===== config.mk =====
export PLATFORM = sky130hd
export DESIGN_NAME = knap_gray_search
export DESIGN_NICKNAME = d
export VERILOG_FILES = /design/src/rtl/knap_pkg.sv /design/src/rtl/knap_flip_idx.sv /design/src/rtl/knap_gray_search.sv
export SDC_FILE = /design/constraint.sdc
export NUM_CORES = 1
export LEC_CHECK = 0
export CAP_MARGIN = 40
export CORE_MARGIN = 1.5
export CORE_UTILIZATION = 25
export CTS_CLUSTER_SIZE = 12
export DETAILED_ROUTE_END_ITERATION = 6
export PLACE_DENSITY = 0.44
export SLEW_MARGIN = 15
export SYNTH_ARGS = -nofsm -noshare
export SYNTH_HDL_FRONTEND = slang
export SYNTH_HIERARCHICAL = 1
export SYNTH_SLANG_ARGS = --single-unit

===== constraint.sdc =====
create_clock -name clk_i -period 19.5 [get_ports clk_i]
set_input_delay 2.925 -clock clk_i [delete_from_list [all_inputs] [get_ports clk_i]]
set_output_delay 2.925 -clock clk_i [all_outputs]
set_load 0.02 [all_outputs]

===== src/rtl/knap_pkg.sv =====
// Shared types for the knapsack Gray-code search: FSM state encoding,
// per-item coefficient record, and a constant-time clog2 helper.
// Ports: none (package).
package knap_pkg;

  localparam int KNAP_COEF_W = 5;

  typedef enum logic [1:0] {
    ST_IDLE = 2'd0,
    ST_RUN  = 2'd1,
    ST_DONE = 2'd2
  } knap_state_e;

  typedef struct packed {
    logic [KNAP_COEF_W-1:0] val;
    logic [KNAP_COEF_W-1:0] wgt;
    logic [KNAP_COEF_W-1:0] vol;
  } item_coef_t;

  // Never returns less than 1 so index ports stay at least one bit wide.
  function automatic int knap_clog2(input int n);
    int r;
    r = 0;
    while ((1 << r) < n) r = r + 1;
    return (r < 1) ? 1 : r;
  endfunction

endpackage


===== src/rtl/knap_flip_idx.sv =====
// Gray-code flip index: position of the lowest set bit of k+1 (ctz).
// Ports: kp1_i = k+1 (never zero while advancing), idx_o = bit to flip.
// Purely combinational, zero latency.
module knap_flip_idx
  import knap_pkg::*;
#(
  parameter int N     = 25,
  parameter int IDX_W = knap_clog2(N)
) (
  input  logic [N-1:0]     kp1_i,
  output logic [IDX_W-1:0] idx_o
);

  // Scan from the top so the lowest set bit is the last one written.
  always_comb begin
    idx_o = '0;
    for (int i = N - 1; i >= 0; i--) begin
      if (kp1_i[i]) idx_o = IDX_W'(i);
    end
  end

endmodule


===== src/rtl/knap_gray_search.sv =====
// Multi-constraint 0/1 knapsack candidate generator: walks all selections in
// Gray-code order (one item flips per cycle), streams feasible ones on a
// valid/ready port, and reports best selection and solution count at the end.
// Ports: item_* table write (IDLE only), start_i/abort_i control, sol_* stream,
// busy_o/done_o status, best_*/sol_count_o results.
module knap_gray_search
  import knap_pkg::*;
#(
  parameter int N_ITEMS    = 25,
  parameter int COEF_W     = KNAP_COEF_W,
  parameter int ACC_W      = 10,
  parameter int MIN_VALUE  = 120,
  parameter int MAX_WEIGHT = 60,
  parameter int MAX_VOLUME = 60,
  localparam int IDX_W     = knap_clog2(N_ITEMS)
) (
  input  logic               clk_i,
  input  logic               rst_i,
  input  logic               item_wr_i,
  input  logic [IDX_W-1:0]   item_idx_i,
  input  logic [COEF_W-1:0]  item_val_i,
  input  logic [COEF_W-1:0]  item_wgt_i,
  input  logic [COEF_W-1:0]  item_vol_i,
  input  logic               start_i,
  input  logic               abort_i,
  output logic               sol_valid_o,
  input  logic               sol_ready_i,
  output logic [N_ITEMS-1:0] sol_sel_o,
  output logic [ACC_W-1:0]   sol_value_o,
  output logic               busy_o,
  output logic               done_o,
  output logic [N_ITEMS-1:0] best_sel_o,
  output logic [ACC_W-1:0]   best_value_o,
  output logic [N_ITEMS:0]   sol_count_o
);

  if (N_ITEMS * ((1 << COEF_W) - 1) >= (1 << ACC_W)) begin : g_acc_too_narrow
    $error("ACC_W cannot hold the largest possible total");
  end
  if (COEF_W != KNAP_COEF_W) begin : g_coef_w_mismatch
    $error("COEF_W must match the package coefficient width");
  end

  localparam logic [ACC_W-1:0]   MIN_V   = ACC_W'(MIN_VALUE);
  localparam logic [ACC_W-1:0]   MAX_W   = ACC_W'(MAX_WEIGHT);
  localparam logic [ACC_W-1:0]   MAX_U   = ACC_W'(MAX_VOLUME);
  localparam logic [N_ITEMS-1:0] K_ONE   = N_ITEMS'(1);
  localparam logic [N_ITEMS:0]   CNT_ONE = (N_ITEMS + 1)'(1);

  item_coef_t table_q [N_ITEMS];

  knap_state_e        state_q, state_d;
  logic [N_ITEMS-1:0] k_q, k_d, sel_q, sel_d;
  logic [ACC_W-1:0]   tv_q, tv_d, tw_q, tw_d, tu_q, tu_d;
  logic               sol_valid_q, sol_valid_d;
  logic [N_ITEMS-1:0] sol_sel_q, sol_sel_d, best_sel_q, best_sel_d;
  logic [ACC_W-1:0]   sol_value_q, sol_value_d, best_value_q, best_value_d;
  logic [N_ITEMS:0]   sol_count_q, sol_count_d;

  logic               feas, stall, rising;
  logic [N_ITEMS-1:0] kp1;
  logic [IDX_W-1:0]   flip_j;
  item_coef_t         coef;

  knap_flip_idx #(.N(N_ITEMS), .IDX_W(IDX_W)) u_flip (
    .kp1_i (kp1),
    .idx_o (flip_j)
  );

  assign kp1    = k_q + K_ONE;
  assign coef   = table_q[flip_j];
  assign rising = ~sel_q[flip_j];
  assign feas   = (tv_q >= MIN_V) && (tw_q <= MAX_W) && (tu_q <= MAX_U);
  // Only a feasible candidate needs the output slot, so only it can stall.
  assign stall  = feas && sol_valid_q && !sol_ready_i;

  always_comb begin
    state_d      = state_q;
    k_d          = k_q;
    sel_d        = sel_q;
    tv_d         = tv_q;
    tw_d         = tw_q;
    tu_d         = tu_q;
    sol_valid_d  = sol_valid_q;
    sol_sel_d    = sol_sel_q;
    sol_value_d  = sol_value_q;
    best_sel_d   = best_sel_q;
    best_value_d = best_value_q;
    sol_count_d  = sol_count_q;

    case (state_q)
      ST_RUN: begin
        if (!stall) begin
          if (feas) begin
            sol_valid_d = 1'b1;
            sol_sel_d   = sel_q;
            sol_value_d = tv_q;
            sol_count_d = sol_count_q + CNT_ONE;
            // Strict compare: the earliest selection keeps a tied best value.
            if (tv_q > best_value_q) begin
              best_value_d = tv_q;
              best_sel_d   = sel_q;
            end
          end else if (sol_ready_i) begin
            sol_valid_d = 1'b0;
          end
          if (&k_q) begin
            state_d = ST_DONE;
          end else begin
            k_d         = kp1;
            sel_d[flip_j] = rising;
            tv_d = rising ? tv_q + ACC_W'(coef.val) : tv_q - ACC_W'(coef.val);
            tw_d = rising ? tw_q + ACC_W'(coef.wgt) : tw_q - ACC_W'(coef.wgt);
            tu_d = rising ? tu_q + ACC_W'(coef.vol) : tu_q - ACC_W'(coef.vol);
          end
        end
      end
      default: begin
        // Last solution may still be pending when the search finishes.
        if (state_q == ST_DONE && sol_valid_q && sol_ready_i) sol_valid_d = 1'b0;
        if (start_i) begin
          state_d      = ST_RUN;
          k_d          = '0;
          sel_d        = '0;
          tv_d         = '0;
          tw_d         = '0;
          tu_d         = '0;
          sol_valid_d  = 1'b0;
          sol_sel_d    = '0;
          sol_value_d  = '0;
          best_sel_d   = '0;
          best_value_d = '0;
          sol_count_d  = '0;
        end
      end
    endcase

    if (abort_i) begin
      state_d     = ST_IDLE;
      sol_valid_d = 1'b0;
    end
  end

  always_ff @(posedge clk_i) begin
    if (rst_i) begin
      state_q      <= ST_IDLE;
      k_q          <= '0;
      sel_q        <= '0;
      tv_q         <= '0;
      tw_q         <= '0;
      tu_q         <= '0;
      sol_valid_q  <= 1'b0;
      sol_sel_q    <= '0;
      sol_value_q  <= '0;
      best_sel_q   <= '0;
      best_value_q <= '0;
      sol_count_q  <= '0;
    end else begin
      state_q      <= state_d;
      k_q          <= k_d;
      sel_q        <= sel_d;
      tv_q         <= tv_d;
      tw_q         <= tw_d;
      tu_q         <= tu_d;
      sol_valid_q  <= sol_valid_d;
      sol_sel_q    <= sol_sel_d;
      sol_value_q  <= sol_value_d;
      best_sel_q   <= best_sel_d;
      best_value_q <= best_value_d;
      sol_count_q  <= sol_count_d;
    end
  end

  // The table is only read in RUN, so an IDLE write alongside start is seen.
  always_ff @(posedge clk_i) begin
    if (rst_i) begin
      for (int i = 0; i < N_ITEMS; i++) table_q[i] <= '0;
    end else if (item_wr_i && state_q == ST_IDLE && 32'(item_idx_i) < N_ITEMS) begin
      table_q[item_idx_i] <= '{val: item_val_i, wgt: item_wgt_i, vol: item_vol_i};
    end
  end

  assign sol_valid_o  = sol_valid_q;
  assign sol_sel_o    = sol_sel_q;
  assign sol_value_o  = sol_value_q;
  assign busy_o       = (state_q == ST_RUN);
  assign done_o       = (state_q == ST_DONE);
  assign best_sel_o   = best_sel_q;
  assign best_value_o = best_value_q;
  assign sol_count_o  = sol_count_q;

endmodule


# After elaboration in Yosys (flattened, before gate mapping)
# Memories as Yosys holds them, arrays and structs flattened.
# Index checks and enable logic that the tools add are counted.
totals:
  n_memories: 1
  out_inout_bits: 99
  regBits: 179
  elab_cells: 144
  inputBits: 26
  ramBits: 375
memory_table:
  columns: ["memory", "words", "width", "rd", "rd_ports_with_merged_regs", "write_ports", "line_no", "text"]
  rows:
  - ["table_q", 25, 15, 1, 0, 25, "knap_gray_search.sv:50", "item_coef_t table_q [N_ITEMS];"]
op_classes:
  reduce_logical: 21
  add_sub_neg: 8
  bitwise_logic: 1
  eq_ne: 8
  order_cmp: 7
  n_mux: 86
ops:
  columns: ["op", "count"]
  rows:
  - ["$mux 25", 14]
  - ["$mux 10", 20]
  - ["$mux 5", 26]
  - ["$mux 26", 4]
  - ["$add 10x5->10", 3]
  - ["$sub 10x5->10", 3]
  - ["$add 26x1->26 const B", 1]
  - ["$add 25x1->25 const B", 1]
  - ["$bwmux 25", 1]
  - ["$reduce_and 25->1", 1]
  - ["$le 10x6->1 const B", 2]
  - ["$mux 15", 1]
  - ["$reduce_or 15->1", 1]
  - ["$mux 1", 14]
  - ["$reduce_and 3->1", 4]
  - ["$ge 10x7->1 const B", 1]
  - ["$gt 10x10->1", 1]
  - ["$logic_and 1x1->1", 9]
  - ["$mux 2", 4]
  - ["$lt 5x6->1 const B", 1]
  - ["$ne 2x1->1 const B", 3]
  - ["$bmux 1 s5", 1]
  - ["$demux 1 s5", 1]
  - ["$ge 5x1->1 const B", 1]
  - ["other kinds (12)", 13]

# Depth between registers and ports, before layout
# Gate-level depths: netlist of run 1.
logic_depth:
  word_depth: 34
  depth_mapped: 34
  depth_no_buf: 29

# Cells and area by module
# Netlist of run 1, hierarchy kept.
by_module_without_submodules:
  columns: ["module", "cells_per_inst", "area_each_um2", "instances", "seq_area_each_um2"]
  rows:
  - ["knap_gray_search", 2480, 30529.3, 1, 17997.3]
  - ["knap_flip_idx", 49, 305.3, 1, 0.0]

# Least setup slack after synthesis of run 1
# OpenSTA, ideal clock, no wires.
synth_path:
  path_type: "register to register"
  from: "reg k_q[0]"
  to: "reg tv_q[9]"
  path_stages_with_launch: 32
  setup_slack_ns: 12.602
  setup_ns: 0.074
  t_required_ns: 19.426
  period_less_slack_ns: 6.898
  arrival_ns: 6.823
  n_path_buf: 7
  path_cell_list: "dfxtp_1 > ha_1 > nand3_1 > nor3_1 > and3_1 > and3_1 > clkbuf_1 > nand3_1 > xnor2_1 > nor2_1 > nor3_1 > o311ai_1 > a2111oi_2 > buf_2 > buf_8 > buf_2 > buf_2 > mux4_2 > a22oi_1 > and4_1 > buf_2 > buf_2 > mux2i_1 > ha_1 > nor2b_1 > o2111ai_1 > nand3_1 > o41ai_1 > o21ai_0 > xnor2_1 > or3_1 > a31oi_1"
synth_via:
  elab_cells_between_ends: 38
  cone_classes: "add/sub: 3; eq/ne: 1; mux: 31; reduce/logical: 2; memory: 1"
synth_rtl:
  columns: ["element", "line_no", "text"]
  rows:
  - ["from (decl)", "knap_gray_search.sv:53", "logic [N_ITEMS-1:0] k_q, k_d, sel_q, sel_d;"]
  - ["from (signal assigned)", "knap_gray_search.sv:160", "k_q <= k_d;"]
  - ["$add 25x1->25 *", "knap_gray_search.sv:70", "assign kp1 = k_q + K_ONE;"]
  - ["via kp1[22]", "knap_gray_search.sv:61", "logic [N_ITEMS-1:0] kp1;"]
  - ["$mux 5 * (23 in series)", "knap_flip_idx.sv:18", "if (kp1_i[i]) idx_o = IDX_W'(i);"]
  - ["via flip_j[1]", "knap_gray_search.sv:62", "logic [IDX_W-1:0] flip_j;"]
  - ["$mem_v2 25x15 / $bmux 1 s5 (equally long branches)", null, null]
  - ["$add 10x5->10 (tied with other cells)", "knap_gray_search.sv:112", "tv_d = rising ? tv_q + ACC_W'(coef.val) : tv_q - ACC_W'(coef.val);"]
  - ["$mux 10 *", "knap_gray_search.sv:112", null]
  - ["$mux 10 *", "knap_gray_search.sv:107", "if (&k_q) begin"]
  - ["$mux 10 *", "knap_gray_search.sv:93", "if (!stall) begin"]
  - ["$mux 10 *", "knap_gray_search.sv:91", "case (state_q)"]
  - ["to (signal assigned)", "knap_gray_search.sv:162", "tv_q <= tv_d;"]
  - ["to (decl)", "knap_gray_search.sv:54", "logic [ACC_W-1:0] tv_q, tv_d, tw_q, tw_d, tu_q, tu_d;"]
# Mark *: on every way through the listed nets, which the timed path passes. The rest lies on a longest branch. The select of a mux whose other input is x is not followed.
# A chain may end at the register's enable or synchronous reset.

# Final worst setup path of run 1
layout_path:
  from: "reg k_q[1]"
  to: "reg tv_q[9]"
# The elaborated chain is that of the path after synthesis.

==> impl_metrics.tcl, run 1 <==
set metrics [dict create \
    place_congestion 0.895 \
    synth_edf_count 480 \
    dieArea_um2 125000 \
    relSlewSlack 0.318 \
    die_w_um 354 \
    ioPinCount 125 \
    drv_cap 0 \
    routed_via_density 4.72 \
    avgRoutedWirePerCell_um 22.7 \
    end_kind "register" \
    start_util 0.253 \
    path_buf_inv 2 \
    intPower_uw 2400 \
    antenna_found_initial 7 \
    postCtsHoldBufs 0 \
    drive_gt1_frac 0.0937 \
    grt_first_pass_wirelength_mm 147 \
    finalHoldViolCount 0 \
    cp_top_family "simple AND/OR/NAND/NOR gates" \
    cp-start-kind "register" \
    synthFlopType "edfxtp_1" \
    yosys.area_share.adder 0.0214 \
    yosys.area_share.xor_xnor 0.0207 \
    ir_drop_mv 0.0550 \
    clkLatencyLatePin_ns 0.65 \
    cts_tree "built" \
    drv_slew 0 \
    min_period_ns 9.05 \
    crit_type "reg2reg" \
    final_cell_mix "edfxtp_1, and2_1, nor2_1, mux2i_1, dfxtp_1" \
    yosys.area_share.simple 0.168 \
    combPwrFrac 0.052 \
    p_switching_uw 726 \
    core_area_um2 122000 \
    cts_buffer_depth 3 \
    timing.critical_path.slowest_stage_cell "buf_12" \
    synth_top_family_by_area "simple AND/OR/NAND/NOR gates" \
    avgSynthCellArea_um2 12.2 \
    cpPeakStageDelay_ns 0.62 \
    status "finished, final reports clean" \
    dieHeight_um 354 \
    tns_ns 0 \
    power_density_nw_per_um2 85.5 \
    antenna_cells 0 \
    seqPwrFrac 0.498 \
    drtAntennaViolNets 0 \
    final_area_um2 36600 \
    final_util 0.300 \
    fin_ws_ns 10.45 \
    syn_to_final_growth_pct 18.7 \
    muxShareOfSynthArea 0.0954 \
    multi_input_area_um2 12300 \
    wirelength_mm 100 \
    critical_path_required_ns 20.05 \
    grtUsageTotal 0.158 \
    cts_setup_buffers 0 \
    synthArstFlopShare 0 \
    path_clk_slew_ns 0.06 \
    ys_ff_latch 659 \
    swShare 0.232 \
    ys_warn_count 6 \
    area.sequential_um2 18000 \
    grt_max_degree 115 \
    io_buffer_count 124 \
    synth_compound_area_frac 0.0771 \
    overflow 0 \
    synth_seq_area_share 0.584 \
    crit_arrival_ns 9.61 \
    drc 0 \
    min_path_type "reg2reg" \
    crit_path_max_fanout 114 \
    syn_area_um2 30800 \
    synth.distinct_cells 80 \
    tightest_slew_ns 1.01 \
    rsz0062_at_grt "no" \
    drt-pass1-iter-count 5 \
    max_freq_mhz 110 \
    power_frac_clock 0.450 \
    place_area_um2 34200 \
    fin_crit_sh 0.464 \
    cts_root_buffer "clkbuf_16" \
    numCtsBuffers 77 \
    num_rows 128 \
    grt_pass1_vias 20748 \
    clock_skew_ns 0.0252 \
    layout_commonest_cell "edfxtp_1" \
    drt_iter0_drc 1711 \
    pre_cts_ws_ns 10.26 \
    num_vias 20820 \
    power_leakage_uw 0.0128 \
    hpwl_mm 65.6 \
    htreeDepth 3 \
    clock_sinks 659 \
    cts-resized-gates 0 \
    layout.nets 2804 \
    netlist_instances 2529 \
    setup_viol 0 \
    n_fill_cell 12514 \
]
==> per-layer routing <==
layer / share of wire / vias up / track usage
met5: 0 / - / 0
met4: 0.026 / 0 / 0.0444
met3: 0.056 / 145 / 0.0281
met2: 0.48 / 580 / 0.263
met1: 0.44 / 10483 / 0.209
li1: - / 9612 / -
==> kinds of logic after synthesis <==
family                   Yosys count
AND/OR/NAND/NOR                  934
other                              1
buffers and inverters            216
flip-flops                       659
adder cells (fa/ha/maj)           51
multiplexers                     245
AO/OA/AOI/OAI                    350
XOR/XNOR                          73
==> final cells by class <==
cell class	count	share of cell area
clock buffer	110	0.0603
clock inverter	28	0.00547
tap	1625	0.0556
inverter	41	0.00421
multi-input combinational	1758	0.335
sequential	659	0.492
timing repair buffer	190	0.0476
==> registers in the layout, indices dropped and copies added, names as in the netlist <==
register,cells
table_q,480
best_value_o,10
sol_valid_o,1
state_q,2
k_q,25
tv_q,10
sol_sel_o,25
best_sel_o,25
sol_count_o,26
sel_q,25
tu_q,10
sol_value_o,10
tw_q,10
==> through the flow <==
stage	std cells	hold WS (ns)	total power, µW
after detailed placement	4269	0.453	1750
after global routing	4411	0.475	3230
final	4411	0.455	3130
after CTS	4407	0.461	3160
after global placement	4257	0.441	1750
after floorplan	2633	0.445	1680
==> tightest hold or removal path: stages (launching register included) <==
cell	delay (ns)
dfxtp_1	0.30
nand2_1	0.05
a21oi_1	0.05
==> synthesized netlist by cell type, types with 17 or more instances <==
cell      count  area (µm²)
a21oi_1      56         280
a22oi_1      98         736
and2_1      381        2380
and3_1       17         106
buf_2        38         190
clkbuf_1    114         428
dfxtp_1     179        3580
edfxtp_1    480       14400
ha_1         48         601
inv_1        40         150
mux2i_1     207        2070
mux4_2       26         586
nand2_1      69         259
nand3_1      47         235
nand4_1      20         125
nor2_1      220         826
nor3_1       32         160
nor4_1       39         244
o21ai_0      26         130
o22ai_1      97         607
or2_2        27         169
xnor2_1      42         368
xor2_1       31         272
==> path summary, 6_finish.rpt <==
check | cells after the start | slack (ns) | to | start
worst max-delay path | 28 | 10.45 | tv_q[9]$_SDFFE_PP0P_ | k_q[1]$_SDFFE_PP0P_
worst max register to register | 28 | 10.45 | tv_q[9]$_SDFFE_PP0P_ | k_q[1]$_SDFFE_PP0P_
worst min-delay path | 2 | 0.45 | sol_value_o[1]$_SDFFE_PP0P_ | sol_value_o[1]$_SDFFE_PP0P_
worst min register to register | 2 | 0.45 | sol_value_o[1]$_SDFFE_PP0P_ | sol_value_o[1]$_SDFFE_PP0P_
==> power groups by stage <==
| stage | registers (µW) | clock network, µW | logic (µW) |
|---|---|---|---|
| after global routing | 1560 | 1490 | 177 |
| final | 1560 | 1410 | 162 |
| after CTS | 1560 | 1440 | 164 |
| after floorplan | 1580 | 0 | 95.6 |
| after global placement | 1590 | 0 | 162 |
| after detailed placement | 1590 | 0 | 164 |
(Power assumes the default switching activity.)
==> run 2, diff against run 1 <==
Clock period 19.5 ns to 9.3 ns, I/O delays scaled along.
==> impl_metrics.tcl, run 2 (synthesized netlist as in run 1, its figures left out) <==
set metrics [dict create \
    crit_type "reg2reg" \
    final_cell_mix "edfxtp_1, and2_1, nor2_1, mux2i_1, dfxtp_1" \
    tns_ns 0 \
    cpPeakStageDelay_ns 0.75 \
    grtUsageTotal 0.160 \
    relSlewSlack 0.410 \
    layout.nets 2819 \
    drc 0 \
    setup_viol 0 \
    fin_ws_ns 0.669 \
    tightest_slew_ns 0.860 \
    avgRoutedWirePerCell_um 23.0 \
    routed_via_density 4.80 \
    cp-start-kind "register" \
    drv_cap 0 \
    postCtsHoldBufs 0 \
    crit_path_frequent_cell "a31oi_1" \
    antenna_found_initial 3 \
    start_util 0.253 \
    htreeDepth 3 \
    die_w_um 354 \
    path_buf_inv 3 \
    power_leakage_uw 0.0129 \
    drv_slew 0 \
    grt_max_degree 75 \
    syn_to_final_growth_pct 19.4 \
    numCtsBuffers 79 \
    timing.critical_path.slowest_stage_cell "nor4_1" \
    min_path_type "reg2reg" \
    ir_drop_mv 0.128 \
    fin_crit_sh 0.928 \
    path_clk_slew_ns 0.06 \
    io_buffer_count 124 \
    holdWs_ns 0.452 \
    stdcell_count 4429 \
    place_congestion 0.910 \
    dieArea_um2 125000 \
    cts_buffer_depth 3 \
    cts-resized-gates 0 \
    min_period_ns 8.63 \
    overflow 0 \
    cp_top_family "simple AND/OR/NAND/NOR gates" \
    grt_first_pass_wirelength_mm 147 \
    drtAntennaViolNets 0 \
    core_area_um2 122000 \
    crit_arrival_ns 9.19 \
    clock_sinks 659 \
    grt_pass1_vias 20438 \
    num_rows 128 \
    dieHeight_um 354 \
    pre_cts_ws_ns 0.802 \
    finalHoldViolCount 0 \
    drt-pass1-iter-count 6 \
    num_vias 21260 \
    status "finished, final reports clean" \
    power_density_nw_per_um2 181 \
    end_kind "register" \
    largest_reg_flops 480 \
    clkLatencyLatePin_ns 0.65 \
    crit_path_max_fanout 53 \
    cts_root_buffer "clkbuf_16" \
    drt_iter0_drc 1799 \
    regMostFlops "table_q" \
    rsz0062_at_grt "no" \
    max_freq_mhz 116 \
    ioPinCount 125 \
    drive_gt1_frac 0.100 \
    critical_path_required_ns 9.86 \
    wirelength_mm 102 \
    cts_setup_buffers 0 \
    place_inst 4284 \
    clock_skew_ns 0.0238 \
    cts_tree "built" \
    layout_commonest_cell "edfxtp_1" \
    hpwl_mm 68.7 \
]
==> run 2: cell types whose count changed in the layout (fill, tap and decap cells not counted), sizes merged <==
cell / previous run / this run
bufinv: 2 / 7
clkinv: 22 / 27
clkbuf: 113 / 103
buf: 72 / 87
inv: 43 / 42
clkinvlp: 2 / 4
diode: 0 / 2
==> run 2: layer usage <==
metal  track usage  vias to the layer above  wire length [µm]  part of all wire
li1              -                     9633                 -                 -
met1         0.215                    10824             45300              0.44
met2         0.264                      649             48400              0.47
met3        0.0283                      154              5760             0.056
met4        0.0409                        0              2610             0.026
met5             0                        -                 0                 0
==> run 2: tightest hold or removal path: cells and delay by family, from the launching register on <==
family	cells	cell delay, ns
simple gates	1	0.05
flops	1	0.31
compound gates	1	0.05
==> run 2: cell type report <==
cell class / count / area, µm²
fillers: 12444 / 85200
flip-flops and latches: 659 / 18000
multi-input cells: 1758 / 12300
clock buffers: 102 / 2080
well taps: 1625 / 2030
repair buffers: 203 / 1850
clock inverters: 39 / 429
inverters: 41 / 154
diodes: 2 / 5.00
==> run 2: path summary, 6_finish.rpt <==
check                                      to                         from  depth (start not counted)  slack [ns]
setup / recovery         tu_q[9]$_SDFFE_PP0P_          k_q[0]$_SDFFE_PP0P_                         27        0.67
hold / removal    sol_value_o[1]$_SDFFE_PP0P_  sol_value_o[1]$_SDFFE_PP0P_                          2        0.45
setup reg to reg         tu_q[9]$_SDFFE_PP0P_          k_q[0]$_SDFFE_PP0P_                         27        0.67
hold reg to reg   sol_value_o[1]$_SDFFE_PP0P_  sol_value_o[1]$_SDFFE_PP0P_                          2        0.45
==> run 2: power breakdown <==
part / leakage [µW] / internal, µW / switching [µW] / total [µW]
sequential: 0.00649 / 3240 / 26.2 / 3260
combinational: 0.00522 / 95.3 / 256 / 351
clock: 0.00121 / 1780 / 1280 / 3060
total: 0.0129 / 5110 / 1560 / 6670
==> run 2: stage by stage <==
step	utilization	total power (µW)	area [µm²]
floorplan	-	3510	31200
global placement	0.280	3670	34200
detailed placement	0.281	3680	34300
CTS	0.301	6750	36800
global route	0.302	6890	36800
finish	0.302	6670	36800
